File: src/rtl/ag_o_addr_gen.sv
// In-block address generator for the systolic-array output RAM.
// Walks a P-strided, column-interleaved sequence over M feature slots.
module ag_o_addr_gen #(
  parameter int unsigned FEATURE_BITS = 4,
  parameter int unsigned P            = 4,
  parameter int unsigned M            = 9,
  parameter int unsigned GAMMA        = 3,
  parameter int unsigned R            = 1
) (
  input  logic                    sys_clk,
  input  logic                    reset,
  input  logic                    start,
  output logic [FEATURE_BITS-1:0] address
);

  // One extra bit so the stride and column sums never wrap before comparison.
  localparam int unsigned SUM_W = FEATURE_BITS + 1;

  // Reject configurations the sequence cannot represent; GAMMA belongs to the wrapper.
  if ((M > (2 ** FEATURE_BITS)) || (M == 0) || (R < 1) || (R >= P) || (GAMMA == 0)) begin : g_bad_params
    $error("ag_o_addr_gen: illegal parameter combination");
  end

  logic [FEATURE_BITS-1:0] r_addr;
  logic [FEATURE_BITS-1:0] r_col;
  logic [SUM_W-1:0]        w_next;
  logic [SUM_W-1:0]        w_ncol;
  logic                    w_in_col;
  logic                    w_col_ok;

  assign w_next   = SUM_W'(r_addr) + SUM_W'(P);
  assign w_ncol   = SUM_W'(r_col) + SUM_W'(R);
  assign w_in_col = (w_next <= SUM_W'(M - 1));
  assign w_col_ok = (w_ncol < SUM_W'(P)) && (w_ncol <= SUM_W'(M - 1));

  // Stride down the column, then hop to the next column, then wrap the period.
  always_ff @(posedge sys_clk or posedge reset) begin
    if (reset) begin
      r_addr <= '0;
      r_col  <= '0;
    end else if (start) begin
      if (w_in_col) begin
        r_addr <= FEATURE_BITS'(w_next);
      end else if (w_col_ok) begin
        r_col  <= FEATURE_BITS'(w_ncol);
        r_addr <= FEATURE_BITS'(w_ncol);
      end else begin
        r_col  <= '0;
        r_addr <= '0;
      end
    end
  end

  assign address = r_addr;

endmodule

File: config.mk
export PLATFORM = sky130hd
export DESIGN_NAME = ag_o_addr_gen
export DESIGN_NICKNAME = d
export VERILOG_FILES = /design/src/rtl/ag_o_addr_gen.sv
export SDC_FILE = /design/constraint.sdc
export NUM_CORES = 1
export LEC_CHECK = 0
export ABC_AREA = 1
export BUFFER_PORTS_ARGS = -buffer_cell sky130_fd_sc_hd__clkbuf_2
export CELL_PAD_IN_SITES_DETAIL_PLACEMENT = 0
export CELL_PAD_IN_SITES_GLOBAL_PLACEMENT = 1
export CORE_AREA = 2 2 39 41
export CTS_CLUSTER_SIZE = 14
export DETAILED_ROUTE_END_ITERATION = 8
export DIE_AREA = 0 0 41 43
export GPL_TIMING_DRIVEN = 0
export PLACE_DENSITY = 0.64
export REMOVE_ABC_BUFFERS = 1
export SLEW_MARGIN = 10
export SYNTH_ARGS = -nofsm -noshare
export SYNTH_HDL_FRONTEND = slang
export SYNTH_SLANG_ARGS = --single-unit
export TNS_END_PERCENT = 50
File: constraint.sdc
create_clock -name sys_clk -period 1.3 [get_ports sys_clk]
set_input_delay 0 -clock sys_clk [delete_from_list [all_inputs] [get_ports sys_clk]]
set_output_delay 0 -clock sys_clk [all_outputs]
set_load 0.05 [all_outputs]
=== Yosys cells after proc, flatten, opt, wreduce, memory -nomap -nowiden ===
Index checks and enable logic that the tools add are counted.

* Multiplexer cells: 2
* Reduce and logical (&&, ||, !) cells: 2
* Bitwise gates (word level): 1
* $lt $le $gt $ge: 3
* Add/subtract/negate cells: 2

{| class="wikitable"
|+ Operator list
! cell !! number
|-
| 5-bit by 4-bit less-or-equal comparator with 1-bit output (second input constant) || 2
|-
| 4-bit 2-to-1 mux || 2
|-
| 4-bit by 1-bit adder with 5-bit output (second input constant) || 1
|-
| 4-bit by 3-bit adder with 5-bit output (second input constant) || 1
|-
| 5-bit by 3-bit < comparator with 1-bit output (second input constant) || 1
|-
| 2-bit AND reduction || 1
|-
| 1-bit logical AND || 1
|-
| 1-bit inverter || 1
|}

* Register bits after elaboration: 8
* Input port bits: 3
* Output and inout bits: 4
* Logic and storage cells: 12

=== Longest topological paths before layout ===
Gate-level depths: netlist of the first run.

* Depth in word-level cells: 5
* Mapped depth: 7
* Depth with buffers taken out: 7

=== Worst setup path after synthesis of the first run ===
Ideal clock, no wire load.

* Kind: flip-flop to flip-flop
* Start: reg r_addr[2] (netlist: address[2])
* End: reg r_addr[0] (netlist: address[0])
* Data arrival time: 1.346 ns
* Slack: -0.170 ns
* Clock period less this slack: 1.470 ns
* Required time: 1.175 ns
* Stages on the path, launching flop included: 7
* Path buffers: 0
* Library setup time: 0.125 ns
* Cell sequence: dfrtp_1 inv_1 ha_1 inv_1 nand3_2 nand2_1 o21ai_1

* Word-level cells in the longest chain between the ends: 3

{| class="wikitable"
|+ Ends and longest elaborated chain
! item !! line !! text
|-
| from (decl) || 24 || <nowiki>logic [FEATURE_BITS-1:0] r_addr;</nowiki>
|-
| from (signal assigned) || 43 || <nowiki>r_addr <= FEATURE_BITS'(w_next);</nowiki>
|-
| from (signal assigned) || 46 || <nowiki>r_addr <= FEATURE_BITS'(w_ncol);</nowiki>
|-
| 4-bit by 3-bit adder with 5-bit output || 31 || <nowiki>assign w_next = SUM_W'(r_addr) + SUM_W'(P);</nowiki>
|-
| 5-bit by 4-bit less-or-equal comparator with 1-bit output || 33 || <nowiki>assign w_in_col = (w_next <= SUM_W'(M - 1));</nowiki>
|-
| 4-bit 2-to-1 mux || 42 || <nowiki>if (w_in_col) begin</nowiki>
|}

Every way passes these cells.
A chain may end at the register's enable or synchronous reset.

=== Worst setup path after layout of the first run ===
* Start: reg r_col[0]
* End: reg r_addr[0] (netlist: address[0])

* Word-level cells in the longest chain between the ends: 5
* Elaborated cells on any way between the ends: 6
* Classes of those cells: add/sub: 1; order compare: 2; mux: 2; reduce/logical: 1

{| class="wikitable"
|+ Ends and longest elaborated chain
! item !! line !! text
|-
| from (decl) || 25 || <nowiki>logic [FEATURE_BITS-1:0] r_col;</nowiki>
|-
| from (signal assigned) || 45 || <nowiki>r_col <= FEATURE_BITS'(w_ncol);</nowiki>
|-
| 4-bit by 1-bit adder with 5-bit output * || 32 || <nowiki>assign w_ncol = SUM_W'(r_col) + SUM_W'(R);</nowiki>
|-
| 5-bit by 3-bit < comparator with 1-bit output or 5-bit by 4-bit less-or-equal comparator with 1-bit output (tied branches) || 34 || <nowiki>assign w_col_ok = (w_ncol < SUM_W'(P)) && (w_ncol <= SUM_W'(M - 1));</nowiki>
|-
| 1-bit logical AND || 34 ||
|-
| 4-bit 2-to-1 mux * || 44 || <nowiki>end else if (w_col_ok) begin</nowiki>
|-
| 4-bit 2-to-1 mux * || 42 ||
|}

Every way passes the cells marked *; elsewhere a longest branch is shown, timed or not.

==> metrics.yaml, run 1 <==
result_of_the_run: "completed"
die-area_mm2: 0.00176
post_synth.cell_area_avg_um2: 8.60
final_min_period_over_clock_period: 0.932
critical_path.endpoint_type: "register"
power_leakage_nw: 0.280
clock_tree.root_cell: "clkbuf_4"
cts.sink_count: 8
hold_path_class: "in -> async"
maximum_fanout_encountered_on_the_critical_timing_path: 4
global_route.overflow_total: 0
row_count: 14
netlist_area_before_placement_um2: 404
final_common_cell: "nand2_1"
port-buffer-count: 6
timing.max_cap.violations: 0
cts_made_buffers: 3
maxClockFrequency_mhz: 825
crit_slowest_cell: "dfrtp_1"
detail_route.vias_per_cell: 4.46
clk_transition_reported_paths_ps: 50
timing.final.max_slew_violations: 0
half_perimeter_wire_length_of_the_detailed_placement_result_um: 500
postLayoutCellArea_um2: 504
vias: 330
cts.path.max_buffers: 2
synthCells: 47
ys_ff_latch: 8
pin_count_of_the_biggest_net_entering_global_routing: 11
yosys-top-cells-area: "dfrtp_1 (50%), ha_1 (12%), nand2_1 (10%)"
tritoncts: "done"
powerDensity_mw_per_mm2: 2360
drt_drc_violations_left: 0
worst_slack_ps: 88.2
synth.lib_cells_used.distinct: 10
syn_to_final_growth_pct: 24.8
first_global_vias: 303
detail_route.first_pass.iterations: 3
layout.filler_cells: 157
finalWirelength_um: 681
crit_chain: "ha_1 -> or2_0 -> nand2_1 -> nand3_1 -> o21ai_1"
skew_ps: 1.78
criticalPathCategory: "reg -> reg"
layout_common_cells: "nand2_1 (11), inv_1 (10), dfrtp_1 (8)"
max_stage_delay_ps: 410
synth-seq-area-share: 0.495
p_total_mw: 1.19
layout-drive-gt1-share: 0.172
die_w_um: 41
die_h_um: 43
dpl_cell_area_um2: 454
drt_iter0_drc: 9
yosys.area.top_type: "dfrtp_1"
place_congestion: 0.635
worst_pin_slew_ps: 313
yosys_warnings: 0
setup_viol_count_final: 0
ir_drop_mv: 0.794
critical_path.startpoint_type: "register"
nets: 67
crit_required_ps: 1490
cts-htree-levels: 1
initial_core_util: 0.292
antenna_left: 0
dp_worst_setup_slack_ps: 79.6
grt_antenna_before_repair: 0
number_of_diodes_added_for_antenna_fixing: 0
grt_setup_unrepaired: "yes"
relative_slew_margins: 0.791
finalWorstPathRequiredPeriod_ps: 1210
hold_violations: 0
clkLatencyLatePin_ps: 260
area_inside_the_core_boundary_mm2: 0.00138
worstPathArrival_ps: 1400
track_usage: 0.103
num_io_pins: 7
worst_hold_slack_ps: 218
drt-wirelength-per-cell_um: 9.20
grt_pass1_wl_um: 1150
synthDominantCellAreaShare: 0.495
setup-tns-final_ps: 0
## worst max-delay path, delay by kind of cell (launching register included)
family / cells / cell delay, ps
and+or+nand+nor: 3 / 380
AOI/OAI and AO/OA: 1 / 130
DFF: 1 / 410
adders and majority gates: 1 / 220
## where the power goes
group          leakage [nW]  switching (mW)  total, mW  internal (mW)
registers             0.103          0.0707      0.406          0.335
logic                 0.163           0.416      0.591          0.174
clock network        0.0138          0.0885      0.194          0.106
## synthesized netlist by cell type
cell type,count
nand3_2,1
o21ai_0,2
dfrtp_1,8
nor2_1,1
ha_1,4
or2_0,1
o21ai_1,4
nand3_1,5
inv_1,10
nand2_1,11
## state kept, by name (all words and copies together), names as in the netlist
signal / flops
r_col: 4
address: 4
## per-layer routing
layer,vias up,wire (um),global-route usage,share of wire
met4,0,21,0.120,0.031
met1,149,314,0.120,0.46
met5,-,0,0,0
met2,8,326,0.141,0.48
met3,2,18,0.0157,0.026
li1,171,-,-,-
## per-stage QoR
step / util / cells
detailed placement: 0.328 / 69
finish: 0.364 / 74
global route: 0.364 / 74
CTS: 0.359 / 74
global placement: 0.328 / 69
floorplan: - / 47
## logic make-up (layout without fill, tap and decap cells)
logic type	after synthesis	count (layout)	synth area share
flip-flops	8	8	0.495
buffers and inverters	10	21	0.0929
AO/OA/AOI/OAI	6	6	0.0743
AND/OR/NAND/NOR	19	19	0.214
adder cells (fa/ha/maj)	4	4	0.124
## what timing repair did
action,in CTS,in global routing
endpoints found under the hold margin,10,0
buffers inserted,0,0
resized for setup,0,1
endpoints found under the setup margin,0,6
hold buffers,2,0
## worst paths after layout
| kind | from | cells after the start | end | slack, ps |
|---|---|---|---|---|
| setup / recovery | r_col[0] | 5 | address[0] | 90 |
| hold / removal | reset | 3 | r_col[1] | 220 |
| setup reg to reg | r_col[0] | 5 | address[0] | 90 |
| hold reg to reg | r_col[3] | 2 | r_col[3] | 470 |
| max in group asynchronous | reset | 3 | address[2] | 850 |
| min in group sys_clk | r_col[3] | 2 | r_col[3] | 470 |
## cell type report
| type | count | area (um^2) | area share |
|---|---|---|---|
| repair buffers | 8 | 50.0 | 0.0993 |
| inverters | 10 | 37.5 | 0.0744 |
| well taps | 16 | 20.0 | 0.0397 |
| clock buffers | 3 | 22.5 | 0.0447 |
| multi-input cells | 29 | 174 | 0.345 |
| flip-flops and latches | 8 | 200 | 0.397 |
Note: power is estimated with default switching activity, not from simulation.
==> inputs of run 2 (changes only) <==
==> constraint.sdc (replaced) <==
create_clock -name sys_clk -period 1.36 [get_ports sys_clk]
set_input_delay 0 -clock sys_clk [delete_from_list [all_inputs] [get_ports sys_clk]]
set_output_delay 0 -clock sys_clk [all_outputs]
set_load 0.1 [all_outputs]
==> metrics.yaml, run 2 (synthesis gave the netlist of run 1 again) <==
result_of_the_run: "completed"
critPathCapture: "address[0]"
worst_pin_slew_ps: 544
skew_ps: 0.891
die-area_mm2: 0.00176
cts-htree-levels: 1
met3_wire_length_um: 17
grt_antenna_before_repair: 0
num_io_pins: 7
multi_input_comb_area_um2: 166
grt_setup_unrepaired: "no"
nets: 67
worst_hold_slack_ps: 217
initial_core_util: 0.292
final_min_period_over_clock_period: 0.890
finalWorstPathRequiredPeriod_ps: 1210
area_inside_the_core_boundary_mm2: 0.00138
place_congestion: 0.635
layout_common_cells: "nand2_1 (11), inv_1 (10), dfrtp_1 (8)"
critical_path_buf_inv_count: 0
setup_viol_count_final: 0
drt_drc_violations_left: 0
layout.filler_cells: 159
dp_worst_setup_slack_ps: 140
critical_path.startpoint_type: "register"
track_usage: 0.103
port-buffer-count: 6
final_common_cell: "nand2_1"
number_of_diodes_added_for_antenna_fixing: 0
clkLatencyLatePin_ps: 260
ff2ff_setup_slack_ps: 150
cts_repair_resize_count: 0
cp-startpoint: "r_col[0]"
detail_route.first_pass.iterations: 3
drt_iter0_drc: 7
die_w_um: 41
antenna_left: 0
crit_required_ps: 1540
hold_violations: 0
first_global_vias: 303
cp_num_cells: 5
drt-wirelength-per-cell_um: 9.19
grt_pass1_wl_um: 1150
timing.final.max_slew_violations: 0
worst_slack_ps: 150
vias: 330
hold_path_class: "in -> async"
die_h_um: 43
pin_count_of_the_biggest_net_entering_global_routing: 11
clock_tree.root_cell: "clkbuf_4"
register_area_um2: 200
maxClockFrequency_mhz: 826
syn_to_final_growth_pct: 22.9
r2r_cells: 5
max_stage_delay_ps: 410
cts.sink_count: 8
met1_length_um: 314
clk_transition_reported_paths_ps: 50
critical_path.reg2reg.startpoint: "r_col[0]"
global_route.overflow_total: 0
worstPathArrival_ps: 1390
half_perimeter_wire_length_of_the_detailed_placement_result_um: 500
cts.path.max_buffers: 2
critical_path.endpoint_type: "register"
detail_route.vias_per_cell: 4.46
setup-tns-final_ps: 0
finalWirelength_um: 680
crit_slowest_cell: "dfrtp_1"
criticalPathCategory: "reg -> reg"
layout-drive-gt1-share: 0.172
cts_made_buffers: 3
crit_chain: "ha_1 -> or2_0 -> nand2_1 -> nand3_1 -> o21ai_1"
maximum_fanout_encountered_on_the_critical_timing_path: 4
path_delay_family: "flip-flops"
detailroute.wirelength.met2_um: 323
relative_slew_margins: 0.639
highest-signal-layer: "met4"
timing.max_cap.violations: 0
tritoncts: "done"
row_count: 14
worstReg2RegEnd: "address[0]"
==> run 2: cell count changes in the layout (fill, tap and decap cells not counted) <==
cell / previous run / this run
nand3_2: 0 / 1
nand3_4: 1 / 0
==> run 2: layer usage <==
metal	track usage	up-vias
met5	0	-
met4	0.120	0
met3	0.0157	4
met2	0.141	8
met1	0.120	147
li1	-	171
==> run 2: worst min path at each step <==
stage | end | cells after the start | start | slack (ps)
6_report | r_col[1] | 3 | reset | 220
5_1_grt | address[1] | 3 | reset | 270
4_1_cts | r_col[2] | 3 | reset | 220
3_5_place_dp | r_col[2] | 2 | reset | -50
3_3_place_gp | address[2] | 2 | reset | -60
2_1_floorplan | address[0] | 1 | reset | -180
==> run 2: layout make-up <==
type	count	share of cell area
multi-input cells	29	0.335
clock buffers	3	0.0453
well taps	16	0.0403
repair buffers	8	0.101
inverters	10	0.0756
flip-flops and latches	8	0.403
==> run 2: through the flow <==
step,utilization,instances,instance area [um^2]
after floorplan,-,47,404
after global placement,0.328,69,454
after detailed placement,0.328,69,454
after CTS,0.359,74,497
after global routing,0.359,74,497
final,0.359,74,497
==> run 2: worst reg2reg max path: stages (launching register included) <==
cell and delay (ps):
dfrtp_1 410, ha_1 220, or2_0 190, nand2_1 90
nand3_1 100, o21ai_1 130
==> run 2: what timing repair did <==
action,CTS,global route
endpoints found under the hold margin,10,0
setup buffers,0,0
hold buffers,2,0
Power of run 2 is not shown: default switching activity piles up to over one toggle a cycle in this logic, so the estimate is an artifact.
